File: src/rtl/instr_decode_stage.sv
// RV32 instruction decode stage: decodes the raw word on entry, then buffers the
// decoded fields in a 2-entry skid FIFO with a valid/ready handshake on both sides.
module instr_decode_stage #(
    parameter int unsigned XLEN  = 32,
    parameter int unsigned CNT_W = 16
) (
    input  logic             clk,
    input  logic             rst_n,
    input  logic             flush,
    input  logic             in_valid,
    output logic             in_ready,
    input  logic [31:0]      instruction,
    output logic             out_valid,
    input  logic             out_ready,
    output logic [6:0]       opcode,
    output logic [4:0]       rd,
    output logic [4:0]       rs1,
    output logic [4:0]       rs2,
    output logic [2:0]       funct3,
    output logic [6:0]       funct7,
    output logic [2:0]       fmt,
    output logic [XLEN-1:0]  imm,
    output logic             illegal,
    output logic [CNT_W-1:0] decode_cnt
);

    localparam int unsigned DEPTH = 2;

    localparam logic [2:0] FMT_R   = 3'd0;
    localparam logic [2:0] FMT_I   = 3'd1;
    localparam logic [2:0] FMT_S   = 3'd2;
    localparam logic [2:0] FMT_B   = 3'd3;
    localparam logic [2:0] FMT_U   = 3'd4;
    localparam logic [2:0] FMT_J   = 3'd5;
    localparam logic [2:0] FMT_ILL = 3'd7;

    typedef struct packed {
        logic [6:0]      opcode;
        logic [4:0]      rd;
        logic [4:0]      rs1;
        logic [4:0]      rs2;
        logic [2:0]      funct3;
        logic [6:0]      funct7;
        logic [2:0]      fmt;
        logic [XLEN-1:0] imm;
    } entry_t;

    entry_t      dec;
    entry_t      head;
    entry_t      mem [DEPTH];
    logic [31:0] imm32;
    logic        wr_ptr;
    logic        rd_ptr;
    logic [1:0]  count;
    logic        push;
    logic        pop;

    // Decode of the incoming word; every immediate carries instruction[31] in bit 31.
    always_comb begin
        dec        = '0;
        imm32      = '0;
        dec.opcode = instruction[6:0];
        dec.rd     = instruction[11:7];
        dec.rs1    = instruction[19:15];
        dec.rs2    = instruction[24:20];
        dec.funct3 = instruction[14:12];
        dec.funct7 = instruction[31:25];
        dec.fmt    = FMT_ILL;
        case (instruction[6:0])
            7'b0110011: dec.fmt = FMT_R;
            7'b0010011, 7'b0000011, 7'b1100111, 7'b1110011, 7'b0001111: begin
                dec.fmt = FMT_I;
                imm32   = {{20{instruction[31]}}, instruction[31:20]};
            end
            7'b0100011: begin
                dec.fmt = FMT_S;
                imm32   = {{20{instruction[31]}}, instruction[31:25], instruction[11:7]};
            end
            7'b1100011: begin
                dec.fmt = FMT_B;
                imm32   = {{19{instruction[31]}}, instruction[31], instruction[7],
                           instruction[30:25], instruction[11:8], 1'b0};
            end
            7'b0110111, 7'b0010111: begin
                dec.fmt = FMT_U;
                imm32   = {instruction[31:12], 12'h000};
            end
            7'b1101111: begin
                dec.fmt = FMT_J;
                imm32   = {{11{instruction[31]}}, instruction[31], instruction[19:12],
                           instruction[20], instruction[30:21], 1'b0};
            end
            default: dec.fmt = FMT_ILL;
        endcase
        dec.imm = XLEN'($signed(imm32));
    end

    assign in_ready  = (count < 2'(DEPTH));
    assign out_valid = (count != 2'd0);
    assign push      = in_valid & in_ready;
    assign pop       = out_valid & out_ready;

    // FIFO storage, pointers, occupancy and consumed-entry counter.
    always_ff @(posedge clk or negedge rst_n) begin
        if (!rst_n) begin
            count      <= 2'd0;
            wr_ptr     <= 1'b0;
            rd_ptr     <= 1'b0;
            decode_cnt <= '0;
            for (int i = 0; i < int'(DEPTH); i++) begin
                mem[i] <= '0;
            end
        end else begin
            if (pop) begin
                decode_cnt <= decode_cnt + CNT_W'(1);
            end
            if (flush) begin
                count  <= 2'd0;
                wr_ptr <= 1'b0;
                rd_ptr <= 1'b0;
            end else begin
                if (push) begin
                    mem[wr_ptr] <= dec;
                    wr_ptr      <= ~wr_ptr;
                end
                if (pop) begin
                    rd_ptr <= ~rd_ptr;
                end
                case ({push, pop})
                    2'b10:   count <= count + 2'd1;
                    2'b01:   count <= count - 2'd1;
                    default: count <= count;
                endcase
            end
        end
    end

    // Present the head entry; all fields read zero while nothing is buffered.
    always_comb begin
        head = '0;
        if (out_valid) begin
            head = mem[rd_ptr];
        end
    end

    assign opcode  = head.opcode;
    assign rd      = head.rd;
    assign rs1     = head.rs1;
    assign rs2     = head.rs2;
    assign funct3  = head.funct3;
    assign funct7  = head.funct7;
    assign fmt     = head.fmt;
    assign imm     = head.imm;
    assign illegal = out_valid && (head.fmt == FMT_ILL);

endmodule

File: config.mk
export PLATFORM = sky130hd
export DESIGN_NAME = instr_decode_stage
export DESIGN_NICKNAME = d
export VERILOG_FILES = /design/src/rtl/instr_decode_stage.sv
export SDC_FILE = /design/constraint.sdc
export NUM_CORES = 1
export LEC_CHECK = 0
export CAP_MARGIN = 0
export CORE_UTILIZATION = 45
export DETAILED_ROUTE_END_ITERATION = 10
export GPL_TIMING_DRIVEN = 1
export PLACE_DENSITY = 0.66
export SLEW_MARGIN = 20
export SYNTH_ARGS = -nofsm -noshare
export SYNTH_HDL_FRONTEND = slang
export SYNTH_SLANG_ARGS = --single-unit
File: constraint.sdc
create_clock -name clk -period 4.57 [get_ports clk]
set_clock_uncertainty 0.05 [all_clocks]
set_input_delay 0.914 -clock clk [delete_from_list [all_inputs] [get_ports clk]]
set_output_delay 0.914 -clock clk [all_outputs]
set_load 0.01 [all_outputs]
==> reports/qor.json <==
{
  "setup_path": {
    "kind_of_capture_point_of_the_worst_setup_path": "output pin",
    "crit_path_cell_trace": "buf_4, mux2i_1, nor2_1, clkdlybuf4s50_1",
    "setup.worst_path.start_class": "flop",
    "worst_ep_required_time_ns": 3.61,
    "worstPathArrival_ns": 2.59,
    "critPathBufInv": 2,
    "worst-path-max-fanout": 31,
    "ff2ff_setup_slack_ns": 2.34,
    "critical_path_class": "reg -> out",
    "cpLargestDelayFamily": "buffers and inverters",
    "delay_of_the_slowest_cell_on_the_worst_path_ns": 0.80,
    "worst_path_max_delay_cell": "dfrtp_4"
  },
  "power_and_ir_drop": {
    "peakVddDrop_uv": 257,
    "switchingPower_uw": 1020,
    "combPwrFrac": 0.174,
    "power-per-cell-area_mw_per_mm2": 397,
    "static-leakage-power_uw": 0.00421,
    "p_sw_frac": 0.267,
    "seq_power_share": 0.445,
    "p_int_uw": 2810,
    "p_clk_frac": 0.381
  },
  "place": {
    "dp.final_hpwl_um": 12700,
    "port_buffers": 122,
    "global_placement_routability_congestion": 0.815
  },
  "clock_network": {
    "cts.sink_count": 154,
    "clock_path_buffers": 2,
    "clk_root_buffer_cell": "clkbuf_16",
    "cts_post_setup_buffers_inserted": 0,
    "cts_hold_buf": 0,
    "clock_tree_from_tritoncts": "yes",
    "worst_skew_pair.late_latency_ns": 0.41,
    "cts.htree.levels": 4,
    "post_cts_resize_count": 0,
    "clk_transition_reported_paths_ns": 0.06,
    "cts_inserted_buffers": 17
  },
  "global_route": {
    "first_pass_grt_wire_length_um": 31900,
    "grt_pass1_vias": 5930,
    "antenna_found_initial": 0,
    "grt_usage": 0.233,
    "overflow_left_after_global_routing": 0,
    "grt_max_degree": 83
  },
  "timing": {
    "timing_worst_slew_pin_value_ns": 0.861,
    "slew_violations": 0,
    "clock_period_minus_worst_slack_ns": 3.56,
    "fin_setup_tns_ns": 0,
    "fmax_ghz": 0.281,
    "timing.hold.ws_ns": 0.421,
    "timing_hold_violations_final": 0,
    "setup_repair_after_global_routing_missed_its_margin": "false",
    "share_of_the_clock_period_used_by_the_worst_path_after_layout": 0.778,
    "timing.final.setup_violations": 0,
    "timing.slew.headroom": 0.426
  },
  "yosys": {
    "ys_top_cells_by_area": "dfrtp_1, nand2_1, mux2i_1",
    "syn_area_per_cell_um2": 9.02,
    "postSynthRegisterBits": 154,
    "ys_seq_area_frac": 0.501,
    "synth_async_sr_flop_share": 1.00,
    "syn-instance-count": 853,
    "netlist-cell-type-count": 54,
    "post-synth-top-area-cell": "dfrtp_1",
    "synth-main-ff-cell": "dfrtp_1",
    "syn-num-nets": 891,
    "yosysTopAreaCellShare": 0.501,
    "synth.cell_area_mm2": 0.00769,
    "number_of_enable_type_register_cells_in_the_synthesized_netlist": 0,
    "synth_warnings": 0
  },
  "layout": {
    "flow.area_growth_from_synthesis_pct": 25.4,
    "drive_gt1_frac": 0.0617,
    "diodes": 0,
    "nets": 983,
    "mostFrequentLayoutCell": "nand2_1",
    "final_cell_mix": "nand2_1, dfrtp_1, clkdlybuf4s50_1",
    "finish.utilization": 0.580
  },
  "job": {
    "max_cap_viol_count": 0
  },
  "routing": {
    "route.vias.total": 6363,
    "dr.pass1.iters": 5,
    "drt-initial-drc-count": 455,
    "route.final.wire_length_um": 19800,
    "avgViaCountPerCell": 5.41,
    "residual_drc": 0,
    "ant_nets": 0,
    "avgRoutedWirePerCell_um": 16.8
  },
  "floorplanning": {
    "initial_core_util": 0.462,
    "io_pins": 123,
    "die-height_um": 133,
    "placeableCoreArea_mm2": 0.0166,
    "die_width_um": 133,
    "fp-row-count": 47,
    "fp.dieArea_mm2": 0.0176
  },
  "min_path": {
    "min_path_type": "reg -> reg"
  },
  "status": {
    "run_status": "finished, final reports clean"
  }
}
-- layout make-up --
cell class                 instances  area (µm²)
clock buffer                      25         505
clock inverter                     6         110
fill                            1522        6990
inverter                           6        22.5
multi-input combinational        632        3550
sequential                       154        3860
tap                              220         275
timing repair buffer             134        1330
-- cell families after synthesis --
logic type                 count (synthesis)  synth area share
and+or+nand+nor                          430             0.240
buffers and inverters                     67            0.0421
AOI/OAI and AO/OA                        110            0.0989
xor gates and xnor gates                  18            0.0205
muxes                                     73            0.0958
DFF                                      154             0.501
adders and majority gates                  1           0.00163
-- per-layer routing --
| metal | wire length [µm] | up-vias | part of all wire | GRT usage |
|---|---|---|---|---|
| li1 | - | 3079 | - | - |
| met1 | 9220 | 3085 | 0.47 | 0.341 |
| met2 | 9220 | 185 | 0.47 | 0.358 |
| met3 | 1150 | 14 | 0.058 | 0.0406 |
| met4 | 189 | 0 | 0.0096 | 0.0639 |
| met5 | 0 | - | 0 | 0 |
-- worst paths after layout --
kind	from	end	cells after the start
worst max-delay path	rd_ptr$_DFFE_PN0P_	imm[18]	4
worst min-delay path	mem[49]$_DFFE_PN0P_	mem[49]$_DFFE_PN0P_	2
worst max register to register	count[1]$_DFFE_PN0P_	mem[71]$_DFFE_PN0P_	4
worst min register to register	mem[49]$_DFFE_PN0P_	mem[49]$_DFFE_PN0P_	2
max in group asynchronous	rst_n	mem[12]$_DFFE_PN0P_	2
min in group asynchronous	rst_n	mem[123]$_DFFE_PN0P_	1
-- registers in the layout (all words and copies together), names as in the netlist --
register and count:
count 2, decode_cnt 16, mem 134, rd_ptr 1, wr_ptr 1
-- synth_stat cells, types with 2 or more instances --
master / n
a21oi_1: 25
and3_1: 4
a211oi_1: 2
buf_1: 2
nand3_1: 53
o21ai_0: 17
a21o_1: 2
inv_1: 6
or3b_1: 2
a32o_1: 12
nand2b_1: 5
nor3_1: 6
nand2_1: 231
o21bai_1: 2
or2_2: 2
and2_1: 10
buf_4: 2
or3b_2: 2
clkbuf_1: 25
mux2i_1: 71
o211ai_1: 9
o32ai_1: 9
xor2_1: 8
a31oi_1: 16
nand4bb_1: 2
nor2_1: 98
o2bb2ai_1: 8
buf_2: 28
nor4_1: 2
buf_6: 4
dfrtp_1: 154
a211o_1: 2
and3b_1: 2
xnor2_1: 10
-- worst reg2reg max path: cells and delay by family, from the launching register on --
family             cells  cell delay, ns
AOI/OAI and AO/OA      2            0.28
DFF                    1            0.48
and+or+nand+nor        2            1.36
-- stage by stage --
step,instances,area (µm²),total power [µW],worst slack (ns)
finish,1177,9650,3830,1.01
global route,1177,9650,4010,0.910
CTS,1177,9650,3860,1.00
detailed placement,1146,9030,2400,1.28
global placement,1146,9030,2380,1.04
floorplan,853,7690,2100,2.23
-- power groups by stage --
stage / sequential (µW) / clock, µW / combinational (µW)
6_report: 1700 / 1460 / 668
5_1_grt: 1730 / 1530 / 747
4_1_cts: 1710 / 1480 / 676
3_5_place_dp: 1730 / 0 / 672
3_3_place_gp: 1720 / 0 / 661
2_1_floorplan: 1690 / 0 / 401
No activity file was read; power rests on OpenSTA's default activity.
